===== config.mk =====
export PLATFORM = sky130hd
export DESIGN_NAME = tty_out_buffer_flat
export DESIGN_NICKNAME = d
export VERILOG_FILES = /design/src/rtl/tty_pkg.sv /design/src/rtl/tty_out_buffer_if.sv /design/src/rtl/tty_sync_fifo.sv /design/src/rtl/tty_out_buffer.sv /design/src/flat_wrapper.sv
export SDC_FILE = /design/constraint.sdc
export NUM_CORES = 1
export LEC_CHECK = 0
export ABC_AREA = 1
export BUFFER_PORTS_ARGS = -buffer_cell sky130_fd_sc_hd__buf_2
export CORE_UTILIZATION = 45
export DETAILED_ROUTE_END_ITERATION = 7
export PLACE_DENSITY = 0.67
export SLEW_MARGIN = 25
export SYNTH_ARGS = -nofsm -noshare
export SYNTH_HDL_FRONTEND = slang
export SYNTH_HIERARCHICAL = 1
export SYNTH_SLANG_ARGS = --single-unit

===== constraint.sdc =====
create_clock -name mclk -period 2.13 [get_ports mclk]
set_clock_uncertainty 0.05 [all_clocks]
set_input_delay 0.426 -clock mclk [delete_from_list [all_inputs] [get_ports mclk]]
set_output_delay 0.426 -clock mclk [all_outputs]
set_load 0.02 [all_outputs]

===== src/rtl/tty_pkg.sv =====
// -----------------------------------------------------------------------------
// tty_pkg
// Shared definitions for the buffered TTY output port:
//   - tty_state_e : controller state encoding
//   - ASCII_CR/LF : control characters used by the optional CR/LF expansion
//   - cnt_width() : width of an occupancy counter that can hold 0..depth
// Optional feature macro: TTY_CRLF_EXPAND_EN (adds the ST_SEND_LF state).
// -----------------------------------------------------------------------------
package tty_pkg;

`ifdef TTY_CRLF_EXPAND_EN
   typedef enum logic [2:0] {
      ST_IDLE    = 3'd0,
      ST_SEND    = 3'd1,
      ST_GAP     = 3'd2,
      ST_CLEAR   = 3'd3,
      ST_SEND_LF = 3'd4
   } tty_state_e;
`else
   typedef enum logic [2:0] {
      ST_IDLE  = 3'd0,
      ST_SEND  = 3'd1,
      ST_GAP   = 3'd2,
      ST_CLEAR = 3'd3
   } tty_state_e;
`endif

   localparam logic [6:0] ASCII_CR = 7'h0D;
   localparam logic [6:0] ASCII_LF = 7'h0A;

   // Counter must represent "depth" itself, hence depth+1 codes.
   function automatic int cnt_width(input int depth);
      return $clog2(depth + 1);
   endfunction

endpackage


===== src/rtl/tty_out_buffer_if.sv =====
// -----------------------------------------------------------------------------
// tty_out_buffer_if
// Bundles the core-side write port and the TTY-side strobe port.
//   slave  : the buffer (receives wr_en/wr_data/clr_req/TTY_ready)
//   master : the environment (core + TTY device)
// Signals: wr_en, wr_data, clr_req, full, count, overflow, busy,
//          TTY_ready, TTY_data, TTY_en, TTY_clear.
// -----------------------------------------------------------------------------
interface tty_out_buffer_if #(
   parameter int DATA_W = 7,
   parameter int DEPTH  = 16
);
   import tty_pkg::*;

   localparam int CNT_W = cnt_width(DEPTH);

   logic              wr_en;
   logic [DATA_W-1:0] wr_data;
   logic              clr_req;
   logic              full;
   logic [CNT_W-1:0]  count;
   logic              overflow;
   logic              busy;
   logic              TTY_ready;
   logic [DATA_W-1:0] TTY_data;
   logic              TTY_en;
   logic              TTY_clear;

   modport slave (
      input  wr_en, wr_data, clr_req, TTY_ready,
      output full, count, overflow, busy, TTY_data, TTY_en, TTY_clear
   );

   modport master (
      output wr_en, wr_data, clr_req, TTY_ready,
      input  full, count, overflow, busy, TTY_data, TTY_en, TTY_clear
   );

endinterface


===== src/rtl/tty_sync_fifo.sv =====
// -----------------------------------------------------------------------------
// tty_sync_fifo
// Single-clock FIFO with registered read data and a synchronous flush.
// Ports:
//   clk, rst_n  : clock, asynchronous active-low reset
//   i_push      : write i_wr_data (ignored when full or flushing)
//   i_pop       : load head into o_rd_data (ignored when empty or flushing)
//   i_flush     : empty the FIFO; o_rd_data keeps its last value
//   o_rd_data   : last popped entry (registered)
//   o_count     : entries held
//   o_full      : registered, count == DEPTH
//   o_empty     : count == 0
// -----------------------------------------------------------------------------
module tty_sync_fifo
   import tty_pkg::*;
#(
   parameter int DATA_W = 7,
   parameter int DEPTH  = 16
) (
   input  logic                         clk,
   input  logic                         rst_n,
   input  logic                         i_push,
   input  logic [DATA_W-1:0]            i_wr_data,
   input  logic                         i_pop,
   input  logic                         i_flush,
   output logic [DATA_W-1:0]            o_rd_data,
   output logic [cnt_width(DEPTH)-1:0]  o_count,
   output logic                         o_full,
   output logic                         o_empty
);

   localparam int ADDR_W = $clog2(DEPTH);
   localparam int CNT_W  = cnt_width(DEPTH);

   logic [DATA_W-1:0] r_mem [DEPTH];
   logic [ADDR_W-1:0] r_wr_ptr;
   logic [ADDR_W-1:0] r_rd_ptr;
   logic [CNT_W-1:0]  r_count;
   logic              r_full;
   logic [DATA_W-1:0] r_rd_data;

   logic              w_do_push;
   logic              w_do_pop;
   logic [CNT_W-1:0]  w_count_next;

   assign w_do_push = i_push && !r_full && !i_flush;
   assign w_do_pop  = i_pop && (r_count != '0) && !i_flush;

   // NOTE: every always_comb output gets a default first, so no path can infer a latch.
   always_comb begin
      w_count_next = r_count;
      if (w_do_push && !w_do_pop) begin
         w_count_next = r_count + CNT_W'(1);
      end else if (w_do_pop && !w_do_push) begin
         w_count_next = r_count - CNT_W'(1);
      end
   end

   // NOTE: the storage array is not reset; pointers and count alone define valid entries.
   always_ff @(posedge clk) begin
      if (w_do_push) begin
         r_mem[r_wr_ptr] <= i_wr_data;
      end
   end

   // NOTE: sequential state uses non-blocking assignments so all flops see pre-edge values.
   always_ff @(posedge clk or negedge rst_n) begin
      if (!rst_n) begin
         r_wr_ptr  <= '0;
         r_rd_ptr  <= '0;
         r_count   <= '0;
         r_full    <= 1'b0;
         r_rd_data <= '0;
      end else if (i_flush) begin
         r_wr_ptr <= '0;
         r_rd_ptr <= '0;
         r_count  <= '0;
         r_full   <= 1'b0;
      end else begin
         // Pointers wrap naturally because DEPTH is a power of two.
         if (w_do_push) begin
            r_wr_ptr <= r_wr_ptr + ADDR_W'(1);
         end
         if (w_do_pop) begin
            r_rd_data <= r_mem[r_rd_ptr];
            r_rd_ptr  <= r_rd_ptr + ADDR_W'(1);
         end
         r_count <= w_count_next;
         r_full  <= (w_count_next == CNT_W'(DEPTH));
      end
   end

   assign o_rd_data = r_rd_data;
   assign o_count   = r_count;
   assign o_full    = r_full;
   assign o_empty   = (r_count == '0);

endmodule


===== src/rtl/tty_out_buffer.sv =====
// -----------------------------------------------------------------------------
// tty_out_buffer
// Buffered TTY output port: characters from the core are queued in a FIFO and
// drained to the TTY one strobe at a time, each strobe followed by GAP_CYCLES
// idle cycles. Also sequences a screen clear and flags overflow.
// Ports:
//   mclk   : clock, rising edge
//   reset  : asynchronous, active-low
//   bus    : tty_out_buffer_if.slave (core write port + TTY strobe port)
// Parameters: DATA_W (char width), DEPTH (power of two, >= 2),
//             GAP_CYCLES (>= 1).
// Optional feature macro: TTY_CRLF_EXPAND_EN -- a popped LF is emitted as CR
// followed by LF, each with its own strobe and gap.
// -----------------------------------------------------------------------------
module tty_out_buffer
   import tty_pkg::*;
#(
   parameter int DATA_W     = 7,
   parameter int DEPTH      = 16,
   parameter int GAP_CYCLES = 2
) (
   input  logic            mclk,
   input  logic            reset,
   tty_out_buffer_if.slave bus
);

   localparam int CNT_W = cnt_width(DEPTH);
   localparam int GAP_W = $clog2(GAP_CYCLES + 1);

   localparam logic [2:0] S_IDLE    = ST_IDLE;
   localparam logic [2:0] S_SEND    = ST_SEND;
   localparam logic [2:0] S_GAP     = ST_GAP;
   localparam logic [2:0] S_CLEAR   = ST_CLEAR;
`ifdef TTY_CRLF_EXPAND_EN
   localparam logic [2:0] S_SEND_LF = ST_SEND_LF;
`endif

   logic [2:0]        r_state;
   logic [GAP_W-1:0]  r_gap_cnt;
   logic              r_clr_fire;   // CLEAR has seen TTY_ready; strobe this cycle
   logic              r_overflow;

   logic              w_full;
   logic              w_push;
   logic              w_pop;
   logic              w_flush;
   logic              w_gap_done;
   logic [2:0]        w_gap_exit;
   logic              w_fifo_full;
   logic              w_fifo_empty;
   logic [CNT_W-1:0]  w_count;
   logic [DATA_W-1:0] w_fifo_rd;
   logic [DATA_W-1:0] w_tty_data;
   logic              w_tty_en;

   // CLEAR blocks writes just like a full FIFO does.
   assign w_full     = w_fifo_full || (r_state == S_CLEAR);
   assign w_push     = bus.wr_en && !w_full;
   assign w_flush    = bus.clr_req && (r_state != S_CLEAR);
   assign w_pop      = (r_state == S_IDLE) && !bus.clr_req && !w_fifo_empty && bus.TTY_ready;
   assign w_gap_done = (r_state == S_GAP) && (r_gap_cnt <= GAP_W'(1));

   tty_sync_fifo #(
      .DATA_W (DATA_W),
      .DEPTH  (DEPTH)
   ) u_fifo (
      .clk       (mclk),
      .rst_n     (reset),
      .i_push    (w_push),
      .i_wr_data (bus.wr_data),
      .i_pop     (w_pop),
      .i_flush   (w_flush),
      .o_rd_data (w_fifo_rd),
      .o_count   (w_count),
      .o_full    (w_fifo_full),
      .o_empty   (w_fifo_empty)
   );

`ifdef TTY_CRLF_EXPAND_EN
   logic r_cr_phase;    // popped char not yet advanced to its LF half
   logic r_lf_pending;  // CR went out; LF strobe still owed
   logic w_is_lf;
   logic w_enter_lf;

   assign w_is_lf    = (w_fifo_rd == DATA_W'(ASCII_LF));
   assign w_enter_lf = w_gap_done && !w_flush && r_lf_pending;
   assign w_gap_exit = r_lf_pending ? S_SEND_LF : S_IDLE;
   assign w_tty_data = (r_cr_phase && w_is_lf) ? DATA_W'(ASCII_CR) : w_fifo_rd;
   assign w_tty_en   = (r_state == S_SEND) || (r_state == S_SEND_LF);

   // A clear abandons the owed LF but leaves r_cr_phase alone so TTY_data
   // keeps showing CR until the next pop.
   always_ff @(posedge mclk or negedge reset) begin
      if (!reset) begin
         r_cr_phase   <= 1'b0;
         r_lf_pending <= 1'b0;
      end else begin
         if (w_pop) begin
            r_cr_phase <= 1'b1;
         end else if (w_enter_lf) begin
            r_cr_phase <= 1'b0;
         end
         if (w_flush) begin
            r_lf_pending <= 1'b0;
         end else if (r_state == S_SEND) begin
            r_lf_pending <= w_is_lf;
         end else if (w_enter_lf) begin
            r_lf_pending <= 1'b0;
         end
      end
   end
`else
   assign w_gap_exit = S_IDLE;
   assign w_tty_data = w_fifo_rd;
   assign w_tty_en   = (r_state == S_SEND);
`endif

   always_ff @(posedge mclk or negedge reset) begin
      if (!reset) begin
         r_state    <= S_IDLE;
         r_gap_cnt  <= '0;
         r_clr_fire <= 1'b0;
      end else if (w_flush) begin
         // A strobe issued this cycle is already complete; only queued data is lost.
         r_state    <= S_CLEAR;
         r_clr_fire <= 1'b0;
      end else begin
         case (r_state)
            S_IDLE: begin
               if (w_pop) begin
                  r_state <= S_SEND;
               end
            end
            S_SEND: begin
               r_state   <= S_GAP;
               r_gap_cnt <= GAP_W'(GAP_CYCLES);
            end
`ifdef TTY_CRLF_EXPAND_EN
            S_SEND_LF: begin
               r_state   <= S_GAP;
               r_gap_cnt <= GAP_W'(GAP_CYCLES);
            end
`endif
            S_GAP: begin
               r_gap_cnt <= r_gap_cnt - GAP_W'(1);
               if (w_gap_done) begin
                  r_state <= w_gap_exit;
               end
            end
            S_CLEAR: begin
               // Two phases: wait for TTY_ready, then one strobe cycle.
               if (r_clr_fire) begin
                  r_clr_fire <= 1'b0;
                  r_state    <= S_GAP;
                  r_gap_cnt  <= GAP_W'(GAP_CYCLES);
               end else if (bus.TTY_ready) begin
                  r_clr_fire <= 1'b1;
               end
            end
            default: begin
               r_state <= S_IDLE;
            end
         endcase
      end
   end

   always_ff @(posedge mclk or negedge reset) begin
      if (!reset) begin
         r_overflow <= 1'b0;
      end else if (bus.wr_en && w_full) begin
         r_overflow <= 1'b1;
      end
   end

   assign bus.full      = w_full;
   assign bus.count     = w_count;
   assign bus.overflow  = r_overflow;
   assign bus.busy      = (r_state != S_IDLE) || !w_fifo_empty;
   assign bus.TTY_data  = w_tty_data;
   assign bus.TTY_en    = w_tty_en;
   assign bus.TTY_clear = (r_state == S_CLEAR) && r_clr_fire;

endmodule


===== src/flat_wrapper.sv =====
// flat-port wrapper written by rule: the top's interface ports become plain ports
module tty_out_buffer_flat import tty_pkg::*;
#(
   parameter int DATA_W     = 7,
   parameter int DEPTH      = 16,
   parameter int GAP_CYCLES = 2
)
  (mclk, reset, bus_wr_en, bus_wr_data, bus_clr_req, bus_TTY_ready, bus_full, bus_count, bus_overflow, bus_busy, bus_TTY_data, bus_TTY_en, bus_TTY_clear);
  tty_out_buffer_if #(.DATA_W(DATA_W), .DEPTH(DEPTH)) bus_i ();
  input  logic mclk;
  input  logic reset;
  input wire logic [$bits(bus_i.wr_en)-1:0] bus_wr_en;
  input wire logic [$bits(bus_i.wr_data)-1:0] bus_wr_data;
  input wire logic [$bits(bus_i.clr_req)-1:0] bus_clr_req;
  input wire logic [$bits(bus_i.TTY_ready)-1:0] bus_TTY_ready;
  output wire logic [$bits(bus_i.full)-1:0] bus_full;
  output wire logic [$bits(bus_i.count)-1:0] bus_count;
  output wire logic [$bits(bus_i.overflow)-1:0] bus_overflow;
  output wire logic [$bits(bus_i.busy)-1:0] bus_busy;
  output wire logic [$bits(bus_i.TTY_data)-1:0] bus_TTY_data;
  output wire logic [$bits(bus_i.TTY_en)-1:0] bus_TTY_en;
  output wire logic [$bits(bus_i.TTY_clear)-1:0] bus_TTY_clear;
  assign bus_i.wr_en = bus_wr_en;
  assign bus_i.wr_data = bus_wr_data;
  assign bus_i.clr_req = bus_clr_req;
  assign bus_i.TTY_ready = bus_TTY_ready;
  assign bus_full = bus_i.full;
  assign bus_count = bus_i.count;
  assign bus_overflow = bus_i.overflow;
  assign bus_busy = bus_i.busy;
  assign bus_TTY_data = bus_i.TTY_data;
  assign bus_TTY_en = bus_i.TTY_en;
  assign bus_TTY_clear = bus_i.TTY_clear;
  tty_out_buffer #(.DATA_W(DATA_W), .DEPTH(DEPTH), .GAP_CYCLES(GAP_CYCLES)) u_core (.mclk(mclk), .reset(reset), .bus(bus_i));
endmodule

# --- Word-level counts from Yosys, hierarchy flattened ---
# Memories as Yosys holds them, arrays and structs flattened. A register that Yosys moved wholly into a read port is not among the register bits.
# Cells that the tools add are included.
# Widths: inputs -> output; s select.
totals:
  ff_bits: 21
  latch_bits: 0
  ram_bits: 112
  mem_bits_ro: 0
  inputBits: 12
  elab_cells: 81
  mem_count: 1
mem_list:
  columns: ["name", "depth", "word_bits", "read_ports", "rd_clocked_by_memory_dff", "write_ports", "line", "rtl"]
  rows:
  - ["u_core.u_fifo.r_mem", 16, 7, 1, 1, 1, "tty_sync_fifo.sv:35", "logic [DATA_W-1:0] r_mem [DEPTH];"]
op_classes:
  add_sub_neg: 5
  mul: 0
  n_div: 0
  n_lt_le_gt_ge: 1
  eq_ne: 9
  n_shift: 0
  n_mux: 21
  bitwise: 1
  reduce_logical: 35
ops:
  columns: ["cell", "n"]
  rows:
  - ["$mux 4", 4]
  - ["$mux 5", 3]
  - ["$logic_and 1x1->1", 14]
  - ["$mux 3", 4]
  - ["$pmux 3 s4", 1]
  - ["$ne 3x2->1 const B", 3]
  - ["$add 4x1->4 const B", 2]
  - ["$logic_not 1->1", 8]
  - ["$mux 1", 7]
  - ["$eq 3x2->1 const B", 2]
  - ["$pmux 2 s3", 1]
  - ["$reduce_and 3->1", 2]
  - ["$reduce_bool 2->1", 3]
  - ["$reduce_bool 3->1", 2]
  - ["$add 5x1->5 const B", 1]
  - ["$eq 5x5->1 const B", 1]
  - ["$logic_not 5->1", 1]
  - ["$reduce_bool 5->1", 1]
  - ["$sub 5x1->5 const B", 1]
  - ["$eq 3x1->1 const B", 1]
  - ["$logic_not 3->1", 1]
  - ["$ne 3x3->1 const B", 1]
  - ["$le 2x1->1 const B", 1]
  - ["$logic_or 1x1->1", 2]
  - ["other kinds (5)", 5]

# --- Longest topological paths before layout ---
logic_depth:
  word_depth: 12
  depth_mapped: 16

# --- Hierarchy ---
# The synthesis kept the hierarchy.
modules_own_cells:
  columns: ["mod", "n_inst", "cells_each", "area_per_inst_um2", "seq_area_each_um2"]
  rows:
  - ["tty_sync_fifo", 1, 501, 5708.0, 3888.7]
  - ["tty_out_buffer", 1, 56, 390.4, 150.1]

# --- Worst setup path after synthesis ---
# OpenSTA, ideal clock, no wires.
synth_path:
  kind: "flip-flop to flip-flop"
  start: "register u_core.u_fifo.r_count[0] (netlist: u_core/u_fifo/o_count[0])"
  end: "register u_core.u_fifo.r_rd_data[0] (netlist: u_core/u_fifo/o_rd_data[0]), read port of u_core.u_fifo.r_mem"
  setup_time_ps: 116
  arrival_ps: 2114
  required_ps: 1964
  slack_ps: -150
  stages_incl_launch_ff: 13
  cell_sequence: "dfrtp_1 > inv_1 > ha_1 > nand3_4 > inv_1 > nor2_1 > inv_1 > nor2_2 > nand2_8 > nor2_2 > inv_1 > nand2_1 > nand2_1"
synth_via:
  elab_chain_len: 7
  elab_cells_between_ends: 8
  cone_classes: "reduce/logical: 8"
synth_rtl:
  columns: ["element", "line", "rtl"]
  rows:
  - ["start: declaration", "tty_sync_fifo.sv:38", "logic [CNT_W-1:0] r_count;"]
  - ["start signal: assignment", "tty_sync_fifo.sv:88", "r_count <= w_count_next;"]
  - ["$logic_not 5->1", "tty_sync_fifo.sv:96", "assign o_empty = (r_count == '0);"]
  - ["net u_core.w_fifo_empty", "tty_out_buffer.sv:50", "logic w_fifo_empty;"]
  - ["$logic_not 1->1", "tty_out_buffer.sv:60", "assign w_pop = (r_state == S_IDLE) && !bus.clr_req && !w_fifo_empty && bus.TTY_ready;"]
  - ["$logic_and 1x1->1 (2 in series)", "tty_out_buffer.sv:60", null]
  - ["net u_core.w_pop", "tty_out_buffer.sv:45", "logic w_pop;"]
  - ["$logic_and 1x1->1 (2 in series)", "tty_sync_fifo.sv:47", "assign w_do_pop = i_pop && (r_count != '0) && !i_flush;"]
  - ["$reduce_and 2->1 (no source line)", null, null]
  - ["end: declaration", "tty_sync_fifo.sv:40", "logic [DATA_W-1:0] r_rd_data;"]
# The timed path passes the listed nets, and every way through them passes these cells.
# A chain may end at the register's enable or synchronous reset.

# --- Final worst setup path ---
layout_path:
  start: "register u_core.u_fifo.r_count[1] (netlist: u_core/u_fifo/o_count[1])"
  end: "output bus_busy"
layout_via:
  elab_chain_len: 3
layout_rtl:
  columns: ["element", "line", "rtl"]
  rows:
  - ["$logic_not 5->1", "tty_sync_fifo.sv:96", null]
  - ["net u_core.w_fifo_empty", "tty_out_buffer.sv:50", null]
  - ["$logic_not 1->1", "tty_out_buffer.sv:178", "assign bus.busy = (r_state != S_IDLE) || !w_fifo_empty;"]
  - ["$logic_or 1x1->1", "tty_out_buffer.sv:178", null]
  - ["end: declaration", "flat_wrapper.sv:19", "output wire logic [$bits(bus_i.busy)-1:0] bus_busy;"]
# The timed path passes the listed nets, and every way through them passes these cells.

==> results.tsv <==
metric	value	unit
status	complete, no violations	
first drt pass iteration count	5	
CP bufs+invs	3	
CTS buffer count	17	
CTS tree	built	
RePlAce Congestion	0.857	
CP Cell Sequence	inv_1, ha_2, nand3_4, inv_1, nand2_1, buf_2	
Wirelength per Cell	16.5	um
hold path depth	3	
Top FF cell, synth	edfxtp_1	
GRT Resource Usage Total	0.205	
number of DRC markers in iteration 0	380	
Post-Syn Area per Cell	10.9	um^2
fmax	503	MHz
Syn. warnings	6	
nets@finish	633	
Crit Reg-Reg Startpoint	u_core/r_state[0]	
startpoint types	flop	
CP max FO	3	
Die ar.	14000	um^2
clock slew at reported path FFs	0.06	ns
Worst Hold Path EP	u_core/bus.overflow	
Hold Crit Class	primary input to flop	
Detailed Route WL	13.2	mm
Hold Fails Final Rpt	0	
CP Capture Type	primary output	
Slew HR	0.578	
Clock Latency Late Sink	0.42	ns
Final ANT Viol Nets	0	
Final min period	1.99	ns
commonest non-fill, non-tap cell in the layout	nor2_1	
MaxCap Viol Count	0	
max incr delay on CP	0.39	ns
I/O Pins	29	
Hold Path Origin	bus_wr_en	
Period Utilization, post-route	0.934	
Mapped Area	6100	um^2
Worst VDD drop	0.000734	V
placed insts	766	
layout cell share with drive strength beyond 1	0.184	
P&R area growth vs syn	18.6	%
Post-synth EDFFs	112	
met2 GRT Util	0.331	
root buffer cell	clkbuf_16	
slowest CP cell	dfrtp_1	
PwrDens	1100	nW/um^2
met1 GRT Util	0.261	
Seq cells post-synth	139	
R2R cell count	9	
Sink Count	139	
post-synth top area share	0.551	
pin count of the biggest net entering global routing	60	
syn nets	577	
top cells by area, synth	edfxtp_1 (55%), dfrtp_1 (11%), nor2_1 (7.3%)	
TNS Setup	0	ns
vias per inst	5.27	
cell count after synthesis	557	
Die Wd	118	um
core box area	13200	um^2
Setup CP Type	flop to primary output	
CTS H-Tree Depth	4	
total number of vias	4224	
Crit path required time	1.65	ns
reg2reg setup slack	0.17	ns
antenna violations before repair	0	
reg2reg end	u_core/u_fifo/r_mem[8][4]	
grt met3 use	0.0492	
# DRC	0	
sequential-to-total area share from yosys stat	0.662	
final core occ	0.546	
PortBufs	28	
vias in the first global route	4085	
Setup violations, final	0	
row count	42	
Worst Tran Pin Value	0.633	ns
Bufs on Longest Clock Path	2	
DPL Wire Length	8.72	mm
RSZ-0062 raised after global routing	no	
Synth cell types	31	
static leakage	2.85	nW
first-pass GRT wire length	21.5	mm
arrival time at the worst endpoint	1.51	ns
Initial Util	0.461	
fin. max-slew vios	0	
area leader, netlist	edfxtp_1	
Synth async-reset ratio	0.194	
most frequent cells in the layout	nor2_1 (117), edfxtp_1 (112), nand2_1 (74)	
critical path's most frequent cell	inv_1	
total grt overflow	0	
CP delay by family, top	flip-flops	
Diodes inserted	0	
Die Y	118	um
GRT Max-Usage Layer	met2	
non-filler cells in the finished layout	802	
-- per-layer routing --
metal,wire (um),share of wire
met1,5750,0.44
met2,6560,0.50
met3,568,0.043
met4,318,0.024
met5,0,0
-- per-stage QoR --
| stage | setup slack [ns] | hold slack, ns | instance area [um^2] | total power, W |
|---|---|---|---|---|
| floorplan | -0.0396 | 0.0804 | 6110 | 0.00444 |
| CTS | 0.0615 | 0.183 | 7200 | 0.00797 |
| global placement | 0.173 | 0.400 | 6580 | 0.00491 |
| detailed placement | 0.0930 | 0.395 | 6580 | 0.00496 |
| global route | 0.00307 | 0.208 | 7240 | 0.00830 |
| finish | 0.141 | 0.193 | 7240 | 0.00794 |
-- Yosys cell counts (2+ instances only) --
library cell and n:
nand4_1 3, o21ai_1 3, a21oi_1 6, inv_1 33
nor3_1 3, edfxtp_1 112, nor2_1 118, dfrtp_1 27
o21ai_0 62, clkbuf_1 10, nand2_1 74, ha_1 8
nor2_4 2, nand2_2 4, inv_2 2, o211ai_1 28
buf_6 6, nor2_2 4, nand3_1 33, buf_2 8
-- power breakdown --
part,internal (W),total [W],switching [W]
Clock,0.00194,0.00301,0.00108
Combinational,0.000588,0.00168,0.00109
Sequential,0.00313,0.00325,0.000118
-- logic make-up (layout without fill, tap and decap cells) --
family | Yosys count | count (layout) | synth area share
buffers and inverters | 61 | 130 | 0.0468
AOI/OAI and AO/OA | 100 | 100 | 0.0954
DFF | 139 | 139 | 0.662
and+or+nand+nor | 249 | 249 | 0.179
adders and majority gates | 8 | 8 | 0.0164
-- how the worst max path moves through the flow --
| stage | depth (start not counted) | end | start |
|---|---|---|---|
| finish | 6 | bus_busy | u_core/u_fifo/o_count[1] |
| CTS | 13 | u_core/u_fifo/o_full | u_core/u_fifo/o_count[1] |
| global placement | 13 | u_core/u_fifo/o_full | u_core/u_fifo/o_count[0] |
| detailed placement | 13 | u_core/u_fifo/o_full | u_core/u_fifo/o_count[1] |
| floorplan | 8 | u_core/u_fifo/r_mem[11][0] | u_core/r_state[1] |
| global route | 15 | u_core/u_fifo/o_full | u_core/u_fifo/o_count[1] |
-- tightest hold or removal path: stages --
cell and delay, ns:
buf_2 0.10, nand2_2 0.05, nand2_1 0.05
-- cell type report --
type | instances | area (um^2)
inverter | 36 | 135
clock inverter | 14 | 178
fill | 1178 | 6010
tap | 176 | 220
multi-input combinational | 357 | 1790
sequential | 139 | 4040
timing repair buffer | 62 | 439
clock buffer | 18 | 429
-- repair_timing --
| item | in CTS | in global routing |
|---|---|---|
| hold endpoints to repair | 27 | 0 |
| resized for setup | 0 | 5 |
| buffers inserted | 0 | 3 |
| endpoints found under the setup margin | 0 | 12 |
| hold buffers | 1 | 0 |
-- sequential cells by signal, summed over array words and instances, names as in the netlist --
signal / count
u_core/r_gap_cnt: 2
u_core/u_fifo/r_rd_ptr: 4
u_core/u_fifo/o_count: 5
u_core/u_fifo/r_wr_ptr: 4
u_core/r_clr_fire: 1
u_core/u_fifo/o_full: 1
u_core/u_fifo/r_mem: 112
u_core/u_fifo/o_rd_data: 7
u_core/bus.overflow: 1
u_core/r_state: 2
Note: power is estimated with default switching activity, not from simulation.
